==> config.mk <==
export PLATFORM = sky130hd
export DESIGN_NAME = bin_to_bcd_seq
export DESIGN_NICKNAME = d
export VERILOG_FILES = /design/src/rtl/bcd_pkg.sv /design/src/rtl/bcd_digit_adj.sv /design/src/rtl/bin_to_bcd_seq.sv
export SDC_FILE = /design/constraint.sdc
export NUM_CORES = 1
export LEC_CHECK = 0
export CAP_MARGIN = 5
export CELL_PAD_IN_SITES_DETAIL_PLACEMENT = 2
export CELL_PAD_IN_SITES_GLOBAL_PLACEMENT = 2
export CORE_MARGIN = 8
export CORE_UTILIZATION = 31
export CTS_CLUSTER_DIAMETER = 40
export DETAILED_ROUTE_END_ITERATION = 6
export GPL_TIMING_DRIVEN = 0
export PLACE_DENSITY = 0.71
export SETUP_SLACK_MARGIN = 0.05
export SYNTH_ARGS = -nofsm -noshare
export SYNTH_HDL_FRONTEND = slang
export SYNTH_SLANG_ARGS = --single-unit
==> constraint.sdc <==
create_clock -name clk -period 3.35 [get_ports clk]
set_clock_uncertainty 0.15 [all_clocks]
set_input_delay 0.335 -clock clk [delete_from_list [all_inputs] [get_ports clk]]
set_output_delay 0.335 -clock clk [all_outputs]
set_load 0.01 [all_outputs]
==> src/rtl/bcd_pkg.sv <==
// -----------------------------------------------------------------------------
// bcd_pkg
// Shared definitions for the binary-to-BCD converter and its BCD neighbours.
//   BCD_DIGIT_W    width of one packed BCD digit
//   ST_*           2-bit state encoding of the sequential converter
//   digits_needed  decimal digits required to hold any unsigned bin_w-bit value
// -----------------------------------------------------------------------------
package bcd_pkg;

    localparam int unsigned BCD_DIGIT_W = 4;

    localparam logic [1:0] ST_IDLE  = 2'd0;
    localparam logic [1:0] ST_SHIFT = 2'd1;
    localparam logic [1:0] ST_DONE  = 2'd2;

    // Number of decimal digits of (2**bin_w - 1); at least one digit.
    function automatic int unsigned digits_needed(input int unsigned bin_w);
        logic [127:0] v;
        int unsigned  d;
        v = (128'd1 << bin_w) - 128'd1;
        d = 1;
        for (int i = 0; i < 40; i++) begin
            if (v >= 128'd10) begin
                v = v / 128'd10;
                d++;
            end
        end
        return d;
    endfunction

endpackage

==> src/rtl/bcd_digit_adj.sv <==
// -----------------------------------------------------------------------------
// bcd_digit_adj
// Combinational double-dabble correction cell: a digit of 5 or more gets +3 so
// that the following left shift carries correctly into the next decimal digit.
//   digit     input  4  BCD digit before correction
//   adjusted  output 4  digit after the conditional +3
// -----------------------------------------------------------------------------
module bcd_digit_adj
    import bcd_pkg::*;
(
    input  logic [BCD_DIGIT_W-1:0] digit,
    output logic [BCD_DIGIT_W-1:0] adjusted
);

    always_comb begin
        adjusted = (digit >= 4'd5) ? digit + 4'd3 : digit;
    end

endmodule

==> src/rtl/bin_to_bcd_seq.sv <==
// -----------------------------------------------------------------------------
// bin_to_bcd_seq
// Multi-cycle binary-to-BCD converter (shift-and-add-3). One conversion in
// flight; takes BIN_W shift cycles plus one DONE cycle.
//   clk       input           system clock, rising edge
//   rst       input           synchronous active-high reset
//   start     input           conversion request, accepted only while ready
//   bin_in    input  BIN_W    unsigned operand, captured on the accepted start
//   ready     output          idle, start will be accepted
//   valid     output          one-cycle pulse, bcd_out/overflow are new
//   bcd_out   output 4*DIGITS packed BCD result, digit 0 in [3:0], held
//   overflow  output          value needed more than DIGITS digits, held
// -----------------------------------------------------------------------------
module bin_to_bcd_seq
    import bcd_pkg::*;
#(
    parameter int unsigned BIN_W  = 11,
    parameter int unsigned DIGITS = 4
) (
    input  logic                          clk,
    input  logic                          rst,
    input  logic                          start,
    input  logic [BIN_W-1:0]              bin_in,
    output logic                          ready,
    output logic                          valid,
    output logic [BCD_DIGIT_W*DIGITS-1:0] bcd_out,
    output logic                          overflow
);

    localparam int unsigned BCD_W = BCD_DIGIT_W * DIGITS;
    localparam int unsigned CNT_W = $clog2(BIN_W + 1);

    logic [1:0]       state_q, state_d;
    logic [BIN_W-1:0] bin_q, bin_d;
    logic [BCD_W-1:0] bcd_q, bcd_d;
    logic             ovf_q, ovf_d;
    logic [CNT_W-1:0] cnt_q, cnt_d;
    logic [BCD_W-1:0] bcd_out_q, bcd_out_d;
    logic             overflow_q, overflow_d;

    logic [BCD_W-1:0] bcd_adj;
    logic [BCD_W-1:0] bcd_shift;
    logic [BIN_W-1:0] bin_shift;
    logic             shift_out;
    logic             last_shift;

    for (genvar g = 0; g < DIGITS; g++) begin : g_adj
        bcd_digit_adj u_adj (
            .digit    (bcd_q[g*BCD_DIGIT_W +: BCD_DIGIT_W]),
            .adjusted (bcd_adj[g*BCD_DIGIT_W +: BCD_DIGIT_W])
        );
    end

    // {bcd, bin} shifted left by one after correction; the bit pushed out of
    // the top digit would belong to digit DIGITS, so it marks overflow.
    always_comb begin
        bcd_shift  = {bcd_adj[BCD_W-2:0], bin_q[BIN_W-1]};
        bin_shift  = bin_q << 1;
        shift_out  = bcd_adj[BCD_W-1];
        last_shift = (cnt_q == CNT_W'(BIN_W - 1));
    end

    always_comb begin
        state_d    = state_q;
        bin_d      = bin_q;
        bcd_d      = bcd_q;
        ovf_d      = ovf_q;
        cnt_d      = cnt_q;
        bcd_out_d  = bcd_out_q;
        overflow_d = overflow_q;
        case (state_q)
            ST_IDLE: begin
                if (start) begin
                    bin_d   = bin_in;
                    bcd_d   = '0;
                    ovf_d   = 1'b0;
                    cnt_d   = '0;
                    state_d = ST_SHIFT;
                end
            end
            ST_SHIFT: begin
                bin_d = bin_shift;
                bcd_d = bcd_shift;
                ovf_d = ovf_q | shift_out;
                cnt_d = cnt_q + CNT_W'(1);
                if (last_shift) begin
                    // Result registers load on the edge into DONE so they are
                    // already new in the valid cycle.
                    bcd_out_d  = bcd_shift;
                    overflow_d = ovf_q | shift_out;
                    state_d    = ST_DONE;
                end
            end
            ST_DONE: begin
                state_d = ST_IDLE;
            end
            default: begin
                state_d = ST_IDLE;
            end
        endcase
    end

    always_ff @(posedge clk) begin
        if (rst) begin
            state_q    <= ST_IDLE;
            bin_q      <= '0;
            bcd_q      <= '0;
            ovf_q      <= 1'b0;
            cnt_q      <= '0;
            bcd_out_q  <= '0;
            overflow_q <= 1'b0;
        end else begin
            state_q    <= state_d;
            bin_q      <= bin_d;
            bcd_q      <= bcd_d;
            ovf_q      <= ovf_d;
            cnt_q      <= cnt_d;
            bcd_out_q  <= bcd_out_d;
            overflow_q <= overflow_d;
        end
    end

    always_comb begin
        ready    = (state_q == ST_IDLE);
        valid    = (state_q == ST_DONE);
        bcd_out  = bcd_out_q;
        overflow = overflow_q;
    end

endmodule

==> results.rst <==
.. list-table::
   :header-rows: 1

   * - Metric
     - Value
   * - Peak Freq
     - 0.463 GHz
   * - Core Box Area
     - 7140 µm²
   * - Proportion of power drawn by flip-flops and latches
     - 57.6%
   * - Gate count of the mapped netlist
     - 237
   * - Combinational group share of total power
     - 8.8%
   * - Top fanout value on the critical path
     - 8
   * - Setup Buffers After CTS
     - 0
   * - Area added between synthesis and finish
     - 23.2%
   * - Endpoint kind of the worst setup timing path
     - output port
   * - Clock buffers created by TritonCTS
     - 5
   * - Quantity of I/O buffers inserted on ports
     - 31
   * - Number of failing hold endpoints at the final stage
     - 0
   * - GPL Wtd Cong
     - 0.736
   * - Post-route worst hold slack
     - 0.147 ns
   * - Unrepaired setup endpoints after global routing
     - false
   * - Half-perimeter wire length of the detailed placement result
     - 4720 µm
   * - H-tree Lvls
     - 2
   * - Via count normalized by instance count
     - 5.18
   * - Top Metal Used
     - met4
   * - Die area
     - 10200 µm²
   * - Post-synthesis cell type count
     - 38
   * - Share of the cycle needed by the critical path after routing
     - 64.4%
   * - Ordered cell list for the critical path
     - inv_1 > nor2_1 > clkdlybuf4s50_1
   * - Synthesis-stage register bit count
     - 51
   * - Kind of start point of the critical path
     - flop
   * - Net switching fraction of the power
     - 24.8%
   * - Net count, final
     - 299
   * - Count of unresolved DRC violations after routing
     - 0
   * - Critical path capture point
     - valid
   * - Ratio of total power to cell area
     - 397 nW/µm²
   * - Synth top area share
     - 45.5%
   * - 1st-pass router iterations
     - 4
   * - Startpoint of the most critical setup path
     - state_q[1]
   * - Die outline height
     - 101 µm
   * - End of the worst register-to-register path
     - bcd_out[14]
   * - Wire length reported by the detailed router
     - 6480 µm
   * - Count of hold-fix buffers inserted at cts
     - 0
   * - Clk pin slew, worst setup/hold paths
     - 0.10 ns
   * - Total internal power
     - 825 µW
   * - Total of max-cap violations
     - 0
   * - Antenna-violating nets left
     - 0
   * - Result of the run
     - finished clean
   * - Clock period minus worst slack
     - 2.16 ns
   * - Routed wl met3
     - 122 µm
   * - DRC violation total after the first TritonRoute iteration
     - 66
   * - Number of antenna repair diodes
     - 0
   * - Met2 routed WL
     - 3140 µm
   * - Largest cells by area after synthesis
     - dfxtp_1 45%, ha_1 5.6%, a222oi_1 3.6%, inv_1 3.5%, nor2_1 3.3%
   * - Area occupied by registers
     - 1020 µm²
   * - Post-synthesis net count
     - 261
   * - Setup total negative slack
     - 0 ns
   * - Net Switching
     - 272 µW
   * - Crit Path Category
     - reg2out
   * - Reg2Reg Launch Point
     - cnt_q[0]
   * - Worst-Margin Slew
     - 0.723 ns
   * - Standard-cell rows
     - 31
   * - Arrival time worst endpoint
     - 1.67 ns
   * - Wire length the detailed router placed on met1
     - 3110 µm
   * - Part of the Yosys area used for sequential elements
     - 45.5%
   * - Number of vias in the routed layout
     - 1939
   * - Average cell area after synthesis
     - 9.47 µm²
   * - Peak supply drop
     - 187 µV
   * - Initial standard-cell utilization of the core
     - 31.5%
   * - Leakage component of the power
     - 0.00111 µW
   * - Largest stage delay on the critical path
     - 0.54 ns
   * - Clock network power share
     - 33.5%
   * - CTS tree
     - built
   * - Fillers
     - 826
   * - Number of setup violations in the final report
     - 0
   * - Post-Syn Area
     - 2240 µm²
   * - Resize count post-CTS
     - 0
   * - Mean routed wirelength per cell
     - 17.3 µm
   * - Library cell occupying the most area in the post-synthesis netlist
     - dfxtp_1
   * - R2R cell count
     - 7
   * - Pin count of the biggest net entering global routing
     - 15
   * - Register-to-Register Setup Slack
     - 1.39 ns
   * - Antenna violations before repair
     - 0
   * - Overall Power
     - 1100 µW
   * - Post-synth EDFFs
     - 0
   * - I/O Pins
     - 33
   * - Slowest library cell on the worst path
     - clkdlybuf4s50_1
   * - Ranking of synthesized cells by instance count
     - 51 x dfxtp_1, 21 x inv_1, 20 x nor2_1, 11 x o21ai_0, 10 x ha_1
   * - Worst hold-check path type
     - in2reg
   * - Max-slew violation count
     - 0
   * - Aggregate global-route resource usage
     - 13.8%
   * - Chip Width
     - 101 µm
   * - First-pass GRT wire length
     - 11000 µm
   * - Cell with the most instances after synthesis
     - dfxtp_1
   * - Clock root buffer
     - clkbuf_8
   * - Clock net sink count
     - 51
   * - Total gr overflow
     - 0
   * - Clock insertion delay at the later pin of the skew report
     - 0.31 ns
   * - Area of the multi-input gates
     - 1070 µm²
   * - Remaining max-slew budget at the tightest pin
     - 51.5%
   * - Share of final-layout standard cells stronger than drive strength 1
     - 8.36%
   * - Number of global-route vias before repair
     - 2167
   * - Ys async rst share
     - 0%
   * - Main flop type after synthesis
     - dfxtp_1
   * - Count of synthesis-stage warnings from yosys
     - 0
   * - Utilization of the core after routing
     - 38.8%
   * - Data required time of the worst path
     - 2.86 ns
   * - Worst-case clock buffer depth
     - 2
==> layout by cell type (no fill, tap or decap), types with 7 or more instances in the layout <==
cell	n
a211oi_1	7
nand2_1	9
o21ai_0	11
nor3b_1	7
a222oi_1	8
ha_1	10
inv_1	21
o22ai_1	7
clkdlybuf4s50_1	31
nor2_1	20
a21o_1	9
a21oi_1	9
dfxtp_1	51
==> registers in the layout, indices dropped and copies added, names as in the netlist <==
signal    count
bcd_out      16
bcd_q        16
bin_q        11
cnt_q         4
state_q       2
overflow      1
ovf_q         1
==> metal layers <==
layer  global-route usage (%)  vias up
li1                         -      935
met1                     16.4      980
met2                     24.0       18
met3                     2.14        6
met4                     5.38        0
met5                        0        -
==> how the worst min path moves through the flow <==
stage,from,endpoint,slack [ns],depth (start not counted)
finish,rst,bcd_out[3],0.15,2
global route,rst,bcd_out[3],0.14,2
CTS,rst,bcd_out[3],0.15,2
detailed placement,bin_q[1],bin_q[2],0.31,2
global placement,bin_q[1],bin_q[2],0.29,2
floorplan,bin_q[9],bin_q[10],0.29,2
==> logic make-up after synthesis <==
logic type,count (synthesis),share of synthesized area [%]
adder cells (fa/ha/maj),10,5.57
multiplexers,5,2.29
buffers and inverters,32,6.63
XOR/XNOR,4,1.56
AO/OA/AOI/OAI,72,23.7
flip-flops,51,45.5
AND/OR/NAND/NOR,63,14.7
==> power groups by stage <==
stage	clock network, µW	registers (µW)	logic, µW
2_1_floorplan	0	643	58.2
3_3_place_gp	0	645	97.0
3_5_place_dp	0	647	98.9
4_1_cts	383	633	99.4
5_1_grt	410	635	109
6_report	368	632	97.1
==> layout make-up <==
type	instances	area share, %
Inverter	21	2.85
Clock buffer	6	2.99
Tap cell	99	4.48
Clock inverter	1	0.181
Timing Repair Buffer	31	11.2
Sequential cell	51	36.9
Buffer	11	2.53
Multi-Input combinational cell	154	38.9
==> critical path, delay by kind of cell (launching register included) <==
kind	cells	cell delay [ns]
buffers and inverters	2	0.72
flip-flops	1	0.52
AND/OR/NAND/NOR	1	0.12
==> metrics by stage <==
stage | worst slack (ns) | cells | cell area, µm²
after floorplan | 1.78 | 237 | 2240
after global routing | 1.06 | 374 | 2770
after detailed placement | 1.15 | 367 | 2680
after CTS | 1.16 | 374 | 2770
final | 1.19 | 374 | 2770
after global placement | 1.20 | 367 | 2680
Note: power is estimated with default switching activity, not from simulation.
==> edit 1: new RTL, same flow settings <==
Register the output `overflow`; this adds one clock of latency there. The other outputs are not delayed to match. Comments in the files are not updated.
--- a/src/rtl/bin_to_bcd_seq.sv
+++ b/src/rtl/bin_to_bcd_seq.sv
@@ -30,4 +30,6 @@
     localparam int unsigned BCD_W = BCD_DIGIT_W * DIGITS;
     localparam int unsigned CNT_W = $clog2(BIN_W + 1);
+
+    logic overflow_c;
 
     logic [1:0]       state_q, state_d;
@@ -125,5 +127,9 @@
         valid    = (state_q == ST_DONE);
         bcd_out  = bcd_out_q;
-        overflow = overflow_q;
+        overflow_c = overflow_q;
+    end
+
+    always_ff @(posedge clk) begin
+        overflow <= overflow_c;
     end
 
Function: no difference found for any inputs over 10 cycles, from zero or initial values and one cycle with rst high; that may be too few to reach the edited logic, so the function may still have changed.
==> edit 1 against the original RTL <==
- total power is 3.3% higher
- final cell count is 0.27% higher
- sequential cell count is 1 higher
- routed wire length is 1.2% higher
- cell area is 1.0% higher
- die area is 0.75% higher
- area after synthesis is 0.89% higher
- first-iteration DRC count is 4.5% lower
- worst setup slack better by 17 ps
==> edit 1: results (changes against the original RTL) <==
- The flow ran to the end, and the final reports show no timing, DRC or antenna violations.
- The quantity of gates resized following cts is 0 (unchanged).
- The met2 demand-to-capacity share in global routing is 22.9% (-1.1 points).
- The layout cell share with drive strength beyond 1 came to 8.33% (-0.030 points).
- The total number of nets in the final design is 300 (+0.33%).
- The fill cell total of the finished layout is 806 (-2.4%).
- The register area share after synthesis is 46.0% (+0.48 points).
- The met1 track utilization from global routing is 15.9% (-0.53 points).
- The buffer depth of the longest clock path is 2 (unchanged).
- The largest fanout of any net on the critical path is 8 (unchanged).
- The global-route usage over all layers is 13.1% (-0.72 points).
- The number of antenna violations at the first check in global routing is 0 (unchanged).
- The worst ir drop on vdd was 0.130 mV (-31%).
- The via-per-instance ratio came to 5.09 (-1.8%).
- The share of flip-flops with an asynchronous set or reset after synthesis came to 0% (unchanged).
- By area the synthesized netlist is led by dfxtp_1, ha_1, a222oi_1.
- The flip-flop and latch area came to 1040 um2 (+2.0%).
- The final estimated routing congestion in global placement is 0.741 (+0.58%).
- The number of CTS-inserted buffers is 5 (unchanged).
- The delay of the slowest critical-path stage is 540 ps (about the same).
- After synthesis, the most frequently instantiated cells are dfxtp_1, inv_1, nor2_1.
- The remaining max-slew budget at the tightest pin is 54.8% (+3.3 points).
- The total cell area at the placement stage is 2700 um2 (+0.75%).
- The kind of cell with the highest combined delay along the critical path is buffers and inverters.
- The final antenna diode count is 0 (unchanged).
- The number of pins exceeding their max-slew limit in the final report is 0 (unchanged).
- The static leakage is 0.00113 uW (+1.0%).
- The number of buffers added for setup after CTS is 0 (unchanged).
- The tightest min-delay check is of the input port to flip-flop type.
- The total nets after synthesis was 262 (+0.38%).
- The starting DRC count in detailed routing was 63 (-4.5%).
- The detailed-route wire length is 6.55 mm (+1.2%).
- The flip-flop cell with the highest count after synthesis is dfxtp_1.
- The largest individual stage delay along the critical path comes from the cell clkdlybuf4s50_1.
- The total number of H-tree levels came to 2 (unchanged).
- The instance count after placement with tap cells included is 368 (+0.27%).
- The later-pin clock latency in the skew report is 300 ps.
- The minimum setup slack after placement was 1150 ps (+0.710 ps).
- The via count of the first global-routing pass is 2,039 (-5.9%).
- The Yosys warning count is 0 (unchanged).
- The synthesized area divided by synthesized cell count was 9.52 um2 (+0.47%).
- The largest net degree at the start of global routing is 15 (unchanged).
- The number of distinct standard cells referenced by the synthesized netlist is 38 (unchanged).
- The average detailed-routed wire length per instance is 17.5 um (+0.92%).
- The overall overflow remaining after global route is 0 (unchanged).
- The quantity of I/O buffers inserted on ports is 31 (unchanged).
- The clock-pin slew reported for the worst setup and hold paths after clock tree synthesis is 100 ps (about the same).
- The total iterations of the first detailed-routing run is 6 (+2).
- STA puts the critical path data arrival time at 1660 ps.
- The root buffer selected by CTS is clkbuf_8.
- The internal power is 859 uW (+4.1%).
- The wire length of the first global-routing pass is 10.5 mm (-5.3%).
- The fraction of met3 tracks used by global routing is 1.99% (-0.15 points).
- The estimated wirelength of the detail-placed design is 4.81 mm (+1.8%).
## edit 1: changes by cell type after synthesis, sizes merged
cell | before | now
dfxtp | 51 | 52
## edit 1: worst paths after layout
path                                 start         end  slack [ps]  depth (start not counted)
worst max register to register    cnt_q[0]  bcd_out[1]        1430                          7
worst min-delay path                   rst  bcd_out[3]         160                          2
worst min register to register  overflow_c    overflow         220                          0
worst max-delay path            state_q[1]       valid        1210                          3
## edit 1: power by group through the flow
stage | logic, uW | registers (uW) | clock network (uW)
5_1_grt | 108 | 647 | 420
4_1_cts | 99.8 | 644 | 401
6_report | 98.1 | 644 | 391
3_5_place_dp | 99.5 | 659 | 0
2_1_floorplan | 58.2 | 655 | 0
3_3_place_gp | 97.1 | 658 | 0
## edit 1: logic make-up after synthesis
logic type	count (synthesis)	synth area share, %
compound gates	72	23.5
flops	52	46.0
buf+inv	32	6.57
mux	5	2.27
fa+ha+maj	10	5.52
xor+xnor	4	1.55
simple gates	63	14.6
## edit 1: worst reg2reg max path: cells and delay by family (launching register included)
kind / cells / cell delay (ps)
compound gates: 1 / 160
fa+ha+maj: 1 / 130
buf+inv: 2 / 340
flops: 1 / 360
simple gates: 3 / 730
## edit 1: per-layer routing
metal	up-vias	routed length [um]
met5	-	0
met2	16	3280
met3	4	130
met1	957	3080
li1	932	-
met4	0	65
## edit 1: cell type report
class                      count  share of cell area (%)
buffer                        11                    2.51
clock buffer                   7                    3.45
inverter                      21                    2.82
multi-input combinational    154                    38.5
sequential                    52                    37.2
tap                           99                    4.43
timing repair buffer          31                    11.1
==> edit 2: new RTL, same settings <==
Without the edit above. The package constant `BCD_DIGIT_W` goes from 4 to 3.
--- a/src/rtl/bcd_pkg.sv
+++ b/src/rtl/bcd_pkg.sv
@@ -8,5 +8,5 @@
 package bcd_pkg;
 
-    localparam int unsigned BCD_DIGIT_W = 4;
+    localparam int unsigned BCD_DIGIT_W = 3;
 
     localparam logic [1:0] ST_IDLE  = 2'd0;
Ports: changed (resized bcd_out); port bits go from 33 to 29. No check against the original RTL was run, so the function may have changed too.
==> edit 2 against the original RTL <==
- final cell count decreased by 8.0%
- sequential cell count down 8
- sequential share of layout area down 1.4 points
- die area fell by 12%
- area after synthesis is 14% lower
- cell area is 12% lower
- worst setup slack worse by 41 ps
- highest routed layer unchanged
- critical path depth increased by 1
- routed wire length decreased by 13%
- total power down 1.8%
==> edit 2: results (changes against the original RTL) <==
- CTS placed an instance of clkbuf_8 at the clock tree root.
- The static leakage is 0.000898 uW (-19%).
- The largest fanout of any net on the critical path is 10 (+2).
- The estimated wirelength of the detail-placed design came to 4.04 mm (-14%).
- The met1 track utilization from global routing was 16.5% (+0.062 points).
- The quantity of I/O buffers inserted on ports is 27 (-13%).
- The starting DRC count in detailed routing came to 44 (-33%).
- The fraction of met3 tracks used by global routing was 3.78% (+1.6 points).
- The worst ir drop on vdd came to 0.248 mV (+32%).
- The library cell contributing the largest single delay on the critical path is clkdlybuf4s50_1.
- The final estimated routing congestion in global placement is 0.725 (-1.6%).
- The global-route usage over all layers is 13.6% (-0.23 points).
- The instance count after placement with tap cells included is 336 (-8.4%).
- In this run the critical register-to-register path is captured at bcd_out[11].
- The via count of the first global-routing pass is 1,927 (-11%).
- The critical path arrival is 1710 ps (+40 ps).
- For hold timing, the worst endpoint is bcd_out[7].
- The total iterations of the first detailed-routing run was 5 (+1).
- The number of distinct standard cells referenced by the synthesized netlist is 31 (-18%).
- The average detailed-routed wire length per instance was 16.3 um (-5.9%).
- The register area share after synthesis is 44.4% (-1.1 points).
- The met2 demand-to-capacity share in global routing was 23.0% (-1.1 points).
- The wire length of the first global-routing pass came to 9.42 mm (-15%).
- The synthesized area divided by synthesized cell count is 8.36 um2 (-12%).
- The total nets after synthesis is 256 (-1.9%).
- Yosys attributes the largest share of cell area to dfxtp_1, nor2_1, ha_1.
- The non-filler instance count after layout is 344 (-8.0%).
- The layout cell share with drive strength beyond 1 is 8.24% (-0.12 points).
- The total number of nets in the final design is 290 (-3.0%).
- The remaining max-slew budget at the tightest pin is 60.0% (+8.5 points).
- The delay of the slowest critical-path stage came to 490 ps (-50 ps).
- The fill cell total of the finished layout is 721 (-13%).
- The via-per-instance ratio is 5.02 (-3.2%).
- The total cell area at the placement stage is 2310 um2 (-14%).
- The worst-case hold slack is 144 ps (-2.91 ps).
- The buffer depth of the longest clock path is 2 (unchanged).
- The flow ran to the end, and the final reports show no timing, DRC or antenna violations.
- The commonest cells after synthesis are dfxtp_1, nor2_1, nand2_1.
[edit 2: cell type report]
type	instances	area, um2	share of cell area (%)
multi-input combinational	164	956	39.4
clock buffer	6	82.6	3.41
sequential	43	861	35.5
timing repair buffer	27	270	11.2
clock inverter	2	35.0	1.45
tap	77	96.3	3.98
inverter	12	45.0	1.86
buffer	13	77.6	3.20
[edit 2: worst max-delay path by stage]
stage                             end  slack (ps)        from  depth (start not counted)
after global placement      bin_q[10]        1410       start                          7
final                           valid        1150  state_q[0]                          4
after detailed placement     bin_q[4]        1380       start                          7
after global routing            valid        1010  state_q[0]                          4
after CTS                       valid        1110  state_q[0]                          4
after floorplan           bcd_out[10]        1820    cnt_q[0]                          7
[edit 2: kinds of logic (layout without fill, tap and decap cells)]
group / Yosys count / after routing / share of synthesized area (%)
AOI/OAI and AO/OA: 58 / 58 / 20.3
DFF: 43 / 43 / 44.4
buffers and inverters: 25 / 60 / 6.32
and+or+nand+nor: 94 / 94 / 21.5
muxes: 1 / 1 / 0.581
xor gates and xnor gates: 1 / 1 / 0.452
adders and majority gates: 10 / 10 / 6.45
[edit 2: layer usage]
| metal | wire length (um) | vias to the layer above | share of wire, % |
|---|---|---|---|
| met4 | 69 | 0 | 1.2 |
| met1 | 2670 | 841 | 48 |
| met3 | 169 | 7 | 3.0 |
| met5 | 0 | - | 0 |
| met2 | 2700 | 23 | 48 |
| li1 | - | 855 | - |
[edit 2: power breakdown]
part	switching, uW	leakage, uW	internal, uW
registers	11.5	0.000349	527
logic	59.3	0.000488	49.8
clock network	188	0.0000612	241
[edit 2: critical path: cells and delay by family (launching register included)]
family                 cells  cell delay (ps)
AND/OR/NAND/NOR            1               90
buffers and inverters      3             1000
flip-flops                 1              320
